## config.mk

```make
export PLATFORM = sky130hd
export DESIGN_NAME = oflow_id_assign_fsm_flat
export DESIGN_NICKNAME = d
export VERILOG_FILES = /design/src/rtl/oflow_id_assign_pkg.sv /design/src/rtl/oflow_id_assign_fsm_if.sv /design/src/rtl/oflow_new_id_allocator.sv /design/src/rtl/oflow_id_assign_fsm.sv /design/src/flat_wrapper.sv
export SDC_FILE = /design/constraint.sdc
export NUM_CORES = 1
export LEC_CHECK = 0
export BUFFER_PORTS_ARGS = -buffer_cell sky130_fd_sc_hd__buf_2
export CAP_MARGIN = 20
export CORE_ASPECT_RATIO = 0.9
export CORE_UTILIZATION = 55
export DETAILED_ROUTE_END_ITERATION = 6
export HOLD_SLACK_MARGIN = 0.05
export PLACE_DENSITY = 0.94
export SYNTH_ARGS = -nofsm -noshare
export SYNTH_HDL_FRONTEND = slang
export SYNTH_SLANG_ARGS = --single-unit
```

## constraint.sdc

```tcl
create_clock -name clk -period 3.5 [get_ports clk]
set_clock_uncertainty 0.1 [all_clocks]
set_input_delay 0.7 -clock clk [delete_from_list [all_inputs] [get_ports clk]]
set_output_delay 0.7 -clock clk [all_outputs]
set_load 0.05 [all_outputs]
```

## src/rtl/oflow_id_assign_pkg.sv

```systemverilog
// Shared types, widths and defaults for the final-ID assignment stage.
package oflow_id_assign_pkg;

    localparam int MAX_ROWS  = 8;
    localparam int PE_NUM    = 8;
    localparam int ROW_LEN   = 3;
    localparam int PE_LEN    = 3;
    localparam int SCORE_LEN = 16;
    localparam int ID_LEN    = 12;

    localparam logic [SCORE_LEN-1:0] SCORE_TH_DEF = 16'h0400;
    localparam int                   ID_MAX_DEF   = 4095;

    typedef enum logic [1:0] {
        ida_idle_st,
        ida_rd_st,
        ida_emit_st,
        ida_done_st
    } ida_state_t;

    // Width able to hold any bbox count 0..rows*pes.
    function automatic int bbox_idx_w(input int rows, input int pes);
        return $clog2(rows * pes + 1);
    endfunction

    localparam int NBOX_W = bbox_idx_w(MAX_ROWS, PE_NUM);

endpackage

```

## src/rtl/oflow_id_assign_fsm_if.sv

```systemverilog
// Score-board read port plus result stream of the ID-assignment stage.
interface oflow_id_assign_fsm_if;
    import oflow_id_assign_pkg::*;

    logic [ROW_LEN-1:0]   row_sel;
    logic [PE_LEN-1:0]    pe_sel;
    logic [SCORE_LEN-1:0] score_in;
    logic [ID_LEN-1:0]    id_in;
    logic                 winner_in;

    logic                 out_valid;
    logic                 out_ready;
    logic [NBOX_W-1:0]    out_bbox_idx;
    logic [ID_LEN-1:0]    out_id;
    logic                 out_new_flg;

    modport master (
        output row_sel, pe_sel, out_valid, out_bbox_idx, out_id, out_new_flg,
        input  score_in, id_in, winner_in, out_ready
    );

    modport slave (
        input  row_sel, pe_sel, out_valid, out_bbox_idx, out_id, out_new_flg,
        output score_in, id_in, winner_in, out_ready
    );

endinterface

```

## src/rtl/oflow_new_id_allocator.sv

```systemverilog
// Persistent fresh-ID counter; skips the reserved ID 0 when it wraps.
module oflow_new_id_allocator #(
    parameter int ID_W   = 12,
    parameter int ID_MAX = 4095
) (
    input  logic            clk,
    input  logic            reset,
    input  logic            alloc_en,
    output logic [ID_W-1:0] next_id
);

    localparam logic [ID_W-1:0] ID_LAST = ID_W'(ID_MAX);

    always_ff @(posedge clk) begin
        if (reset) begin
            next_id <= ID_W'(1);
        end else if (alloc_en) begin
            next_id <= (next_id == ID_LAST) ? ID_W'(1) : next_id + ID_W'(1);
        end
    end

endmodule

```

## src/rtl/oflow_id_assign_fsm.sv

```systemverilog
// Walks the score board in bbox order and streams one final ID per bbox.
// state | meaning: IDLE wait start | RD read board, decide | EMIT hold result until ready | DONE end pulse
module oflow_id_assign_fsm
    import oflow_id_assign_pkg::*;
#(
    parameter int                   ROWS     = MAX_ROWS,
    parameter int                   PES      = PE_NUM,
    parameter logic [SCORE_LEN-1:0] SCORE_TH = SCORE_TH_DEF,
    parameter int                   ID_MAX   = ID_MAX_DEF
) (
    input  logic                   clk,
    input  logic                   reset_N,
    input  logic                   start_ida,
    input  logic                   first_frame,
    input  logic [NBOX_W-1:0]      num_of_bbox,
    output logic                   done_ida,
    output logic                   busy,
    oflow_id_assign_fsm_if.master  sb
);

    localparam logic [NBOX_W-1:0] BBOX_CAP = NBOX_W'(ROWS * PES);
    localparam logic [PE_LEN-1:0] PE_LAST  = PE_LEN'(PES - 1);

    ida_state_t          state, state_nxt;
    logic [NBOX_W-1:0]   num_l;
    logic                ff_l;
    logic [ROW_LEN-1:0]  row_cnt;
    logic [PE_LEN-1:0]   pe_cnt;
    logic [NBOX_W-1:0]   idx_cnt;
    logic [ID_LEN-1:0]   out_id_r;
    logic                out_new_r;
    logic [NBOX_W-1:0]   out_idx_r;

    logic [NBOX_W-1:0]   num_clamped;
    logic                keep;
    logic                alloc_en;
    logic                last_bbox;
    logic [ID_LEN-1:0]   next_id;

    oflow_new_id_allocator #(
        .ID_W   (ID_LEN),
        .ID_MAX (ID_MAX)
    ) u_alloc (
        .clk      (clk),
        .reset    (reset_N),
        .alloc_en (alloc_en),
        .next_id  (next_id)
    );

    always_comb begin
        num_clamped = (num_of_bbox > BBOX_CAP) ? BBOX_CAP : num_of_bbox;
        keep        = !ff_l && sb.winner_in && (sb.score_in <= SCORE_TH) && (sb.id_in != '0);
        alloc_en    = (state == ida_rd_st) && !keep;
        last_bbox   = (idx_cnt + NBOX_W'(1)) == num_l;
    end

    always_comb begin
        state_nxt = state;
        case (state)
            ida_idle_st: begin
                if (start_ida) begin
                    state_nxt = (num_clamped == '0) ? ida_done_st : ida_rd_st;
                end
            end
            ida_rd_st: state_nxt = ida_emit_st;
            ida_emit_st: begin
                if (sb.out_ready) begin
                    state_nxt = last_bbox ? ida_done_st : ida_rd_st;
                end
            end
            ida_done_st: state_nxt = ida_idle_st;
            default: state_nxt = ida_idle_st;
        endcase
    end

    always_ff @(posedge clk) begin
        if (reset_N) begin
            state     <= ida_idle_st;
            num_l     <= '0;
            ff_l      <= 1'b0;
            row_cnt   <= '0;
            pe_cnt    <= '0;
            idx_cnt   <= '0;
            out_id_r  <= '0;
            out_new_r <= 1'b0;
            out_idx_r <= '0;
        end else begin
            state <= state_nxt;
            case (state)
                ida_idle_st: begin
                    if (start_ida) begin
                        num_l   <= num_clamped;
                        ff_l    <= first_frame;
                        row_cnt <= '0;
                        pe_cnt  <= '0;
                        idx_cnt <= '0;
                    end
                end
                ida_rd_st: begin
                    out_idx_r <= idx_cnt;
                    if (keep) begin
                        out_id_r  <= sb.id_in;
                        out_new_r <= 1'b0;
                    end else begin
                        out_id_r  <= next_id;
                        out_new_r <= 1'b1;
                    end
                end
                ida_emit_st: begin
                    // Counters move only on an accepted result, so a stall freezes the walk.
                    if (sb.out_ready) begin
                        idx_cnt <= idx_cnt + NBOX_W'(1);
                        if (pe_cnt == PE_LAST) begin
                            pe_cnt  <= '0;
                            row_cnt <= row_cnt + ROW_LEN'(1);
                        end else begin
                            pe_cnt <= pe_cnt + PE_LEN'(1);
                        end
                    end
                end
                default: ;
            endcase
        end
    end

    always_comb begin
        sb.row_sel      = (state == ida_rd_st) ? row_cnt : '0;
        sb.pe_sel       = (state == ida_rd_st) ? pe_cnt  : '0;
        sb.out_valid    = (state == ida_emit_st);
        sb.out_bbox_idx = out_idx_r;
        sb.out_id       = out_id_r;
        sb.out_new_flg  = out_new_r;
        done_ida        = (state == ida_done_st);
        busy            = (state != ida_idle_st);
    end

endmodule

```

## src/flat_wrapper.sv

```systemverilog
// flat-port wrapper written by rule: the top's interface ports become plain ports
module oflow_id_assign_fsm_flat import oflow_id_assign_pkg::*;
#(
    parameter int                   ROWS     = MAX_ROWS,
    parameter int                   PES      = PE_NUM,
    parameter logic [SCORE_LEN-1:0] SCORE_TH = SCORE_TH_DEF,
    parameter int                   ID_MAX   = ID_MAX_DEF
)
  (clk, reset_N, start_ida, first_frame, num_of_bbox, done_ida, busy, sb_row_sel, sb_pe_sel, sb_out_valid, sb_out_bbox_idx, sb_out_id, sb_out_new_flg, sb_score_in, sb_id_in, sb_winner_in, sb_out_ready);
  oflow_id_assign_fsm_if sb_i ();
  input  logic clk;
  input  logic reset_N;
  input  logic start_ida;
  input  logic first_frame;
  input  logic [NBOX_W-1:0] num_of_bbox;
  output logic done_ida;
  output logic busy;
  output wire logic [$bits(sb_i.row_sel)-1:0] sb_row_sel;
  output wire logic [$bits(sb_i.pe_sel)-1:0] sb_pe_sel;
  output wire logic [$bits(sb_i.out_valid)-1:0] sb_out_valid;
  output wire logic [$bits(sb_i.out_bbox_idx)-1:0] sb_out_bbox_idx;
  output wire logic [$bits(sb_i.out_id)-1:0] sb_out_id;
  output wire logic [$bits(sb_i.out_new_flg)-1:0] sb_out_new_flg;
  input wire logic [$bits(sb_i.score_in)-1:0] sb_score_in;
  input wire logic [$bits(sb_i.id_in)-1:0] sb_id_in;
  input wire logic [$bits(sb_i.winner_in)-1:0] sb_winner_in;
  input wire logic [$bits(sb_i.out_ready)-1:0] sb_out_ready;
  assign sb_row_sel = sb_i.row_sel;
  assign sb_pe_sel = sb_i.pe_sel;
  assign sb_out_valid = sb_i.out_valid;
  assign sb_out_bbox_idx = sb_i.out_bbox_idx;
  assign sb_out_id = sb_i.out_id;
  assign sb_out_new_flg = sb_i.out_new_flg;
  assign sb_i.score_in = sb_score_in;
  assign sb_i.id_in = sb_id_in;
  assign sb_i.winner_in = sb_winner_in;
  assign sb_i.out_ready = sb_out_ready;
  oflow_id_assign_fsm #(.ROWS(ROWS), .PES(PES), .SCORE_TH(SCORE_TH), .ID_MAX(ID_MAX)) u_core (.clk(clk), .reset_N(reset_N), .start_ida(start_ida), .first_frame(first_frame), .num_of_bbox(num_of_bbox), .done_ida(done_ida), .busy(busy), .sb(sb_i));
endmodule
```

==> impl_metrics.ini <==
[detailed_routing]
drc = 0
vias_per_cell = 6.20
antenna_left = 0
dr_total_vias = 2767
wl_per_cell_um = 16.6
firstDrtPassIters = 5
drtIter0Drc = 345
wl_um = 7400

[power]
power_density_mw_per_mm2 = 424
power_leakage_nw = 1.38
vdd_drop_max_uv = 267
finalPower_w = 0.00135

[clock_tree]
cts-resized-gates = 0
cts.sinks = 55
post_cts_buffers = 0
root_buffer = clkbuf_8
cts_buffers = 5
cts_buffer_depth = 2
path_clk_slew_ps = 100
cts_tree = built
htree_num_levels = 2
clock_latency_ps = 310
ctsHoldBuffers = 0

[layout]
layout-drive-gt1-share = 0.224
fin_util = 0.696
fillers = 349
area_delta_synth_final_pct = 18.0
insertedDiodeCount = 0
nNetsFinal = 429

[worst_setup_path]
r2r_start = u_core.state[0]
slowest_delay_ps = 620
endpoint_kind = flop
crit_start = sb_id_in[2]
cp.required_ps = 3620
timing_worst_setup_path_type = in -> reg
rrSetupSlack_ps = 1180
crit_fanout = 15
start_kind = input port
path_depth = 6
critPathBufInv = 1
path_delay_family = simple AND/OR/NAND/NOR gates
rr_worst_depth = 6
worstPathArrival_ps = 2570
cpMaxStageDelayCell = or3_1
path_cells = buf_2 -> nor4_1 -> and3_1 -> or3_1 -> a31oi_1 -> a311oi_2

[grt]
grt-ovfl-total = 0
grt_pass1_wl_um = 11100
antenna_found_initial = 0
grt_max_degree = 44
grt_pass1_vias = 2375
grt.total_usage = 0.289

[timing]
rsz0062_at_grt = false
setup-tns-final_ps = 0
drv_slew = 0
fmax_mhz = 408
slew_headroom = 0.478
holdWs_ps = 372
layout_min_cycle_time_ps = 2450
finalCritPeriodShare = 0.700
finalSetupViolations = 0
hold_viol = 0
worstMarginPinSlew_ps = 780

[floorplan]
dieHeight_um = 68.5
initial_core_util = 0.590
die-area_mm2 = 0.00519
rows = 23
design.core.area_mm2 = 0.00458
dieWidth_um = 75.9
pin_count = 70

[logic_synthesis]
syn_inst = 326
seq_area_frac_synth = 0.408
yosysWarnings = 0
synth_fp_nets = 372
synth_edf_count = 0
yosys_most_used_dff = dfxtp_1
ys_types = 47
synth_seq_cells = 55
syn_area_mm2 = 0.00270
syn_area_per_cell_um2 = 8.28
async_flop_share = 0

[status]
outcome = finished clean

[placed_design]
io_buffers = 69
post-dp-hpwl_um = 4770
place.gp.congestion = 0.853

[hold_path]
hp-start = u_core.sb.out_bbox_idx[4]
hold_depth = 2
hp-class = reg -> reg

[job]
drv_cap = 0
[per-layer routing]
layer / track usage / vias up / wire length, µm / part of all wire
met5: 0 / - / 0 / 0
met4: 0.116 / 0 / 185 / 0.025
met3: 0.0560 / 24 / 582 / 0.079
met2: 0.476 / 163 / 3520 / 0.48
met1: 0.370 / 1298 / 3100 / 0.42
li1: - / 1282 / - / -
[sequential cells by signal, summed over array words and instances (netlist names)]
| signal | cells |
|---|---|
| u_core.ff_l | 1 |
| u_core.idx_cnt | 7 |
| u_core.num_l | 7 |
| u_core.pe_cnt | 3 |
| u_core.row_cnt | 3 |
| u_core.sb.out_bbox_idx | 7 |
| u_core.sb.out_id | 12 |
| u_core.sb.out_new_flg | 1 |
| u_core.state | 2 |
| u_core.u_alloc.next_id | 12 |
[worst min-delay path, stage by stage, from the launching register on]
cell and delay (ps):
dfxtp_1 330, nand2_1 50, a21oi_1 50
[where the power goes]
group	leakage, nW	switching [W]	internal [W]
Combinational	0.871	0.000132	0.0000582
Sequential	0.446	0.0000171	0.000646
Clock	0.0654	0.000210	0.000286
Total	1.38	0.000359	0.000991
[final timing paths]
path | end
worst max-delay path | u_core.u_alloc.next_id[7]
worst max register to register | u_core.u_alloc.next_id[6]
worst min register to register | u_core.sb.out_bbox_idx[4]
worst min-delay path | u_core.sb.out_bbox_idx[4]
[Yosys cell counts, drive strengths merged, types with 2 or more instances]
| library cell | instances | area (µm²) |
|---|---|---|
| dfxtp | 55 | 1100 |
| a21oi | 43 | 215 |
| nand2 | 34 | 128 |
| nor2 | 20 | 75.1 |
| o21ai | 19 | 95.1 |
| clkbuf | 16 | 60.1 |
| mux2i | 12 | 120 |
| nand3 | 9 | 45.0 |
| nor4 | 9 | 56.3 |
| and2 | 8 | 50.1 |
| nand3b | 8 | 60.1 |
| nor3 | 8 | 40.0 |
| xnor2 | 8 | 70.1 |
| inv | 7 | 26.3 |
| buf | 6 | 35.0 |
| or3 | 6 | 37.5 |
| a31oi | 5 | 31.3 |
| ha | 5 | 62.6 |
| a21o | 4 | 30.0 |
| and3 | 4 | 25.0 |
| nand4 | 4 | 31.3 |
| xor2 | 4 | 35.0 |
| a32o | 3 | 30.0 |
| nor3b | 3 | 27.5 |
| o211ai | 3 | 22.5 |
| or4 | 3 | 22.5 |
| a22oi | 2 | 15.0 |
| a311oi | 2 | 23.8 |
| nand2b | 2 | 12.5 |
| nor2b | 2 | 12.5 |
| o31ai | 2 | 20.0 |
[cells by family after synthesis]
logic type,after synthesis,share of synthesized area
XOR/XNOR,12,0.0389
AO/OA/AOI/OAI,88,0.194
AND/OR/NAND/NOR,125,0.247
multiplexers,12,0.0445
flip-flops,55,0.408
adder cells (fa/ha/maj),5,0.0232
buffers and inverters,29,0.0450
[per-stage QoR]
stage / area (µm²) / instances / setup slack, ps
after global placement: 3050 / 438 / 885
after CTS: 3190 / 446 / 1100
after floorplan: 2700 / 326 / 1240
after detailed placement: 3050 / 438 / 804
final: 3190 / 446 / 1050
after global routing: 3190 / 446 / 976
[final cells by class]
class | instances | area, µm² | share of cell area
sequential | 55 | 1100 | 0.346
tap | 62 | 77.6 | 0.0244
multi-input combinational | 242 | 1480 | 0.465
clock buffer | 6 | 72.6 | 0.0228
inverter | 7 | 26.3 | 0.00825
timing repair buffer | 72 | 368 | 0.115
clock inverter | 2 | 60.1 | 0.0189
[placed cells by master, fill, tap and decap left out, drive strengths merged, types with 2 or more instances in the layout]
| cell | n |
|---|---|
| buf | 72 |
| dfxtp | 55 |
| a21oi | 43 |
| nand2 | 34 |
| nor2 | 20 |
| o21ai | 19 |
| mux2i | 12 |
| nand3 | 9 |
| nor4 | 9 |
| and2 | 8 |
| nor3 | 8 |
| nand3b | 8 |
| xnor2 | 8 |
| inv | 7 |
| or3 | 6 |
| clkbuf | 6 |
| a31oi | 5 |
| ha | 5 |
| and3 | 4 |
| xor2 | 4 |
| a21o | 4 |
| nand4 | 4 |
| or4 | 3 |
| o211ai | 3 |
| a32o | 3 |
| nor3b | 3 |
| nand2b | 2 |
| a22oi | 2 |
| bufinv | 2 |
| nor2b | 2 |
| o31ai | 2 |
| a311oi | 2 |
(Power assumes the default switching activity.)
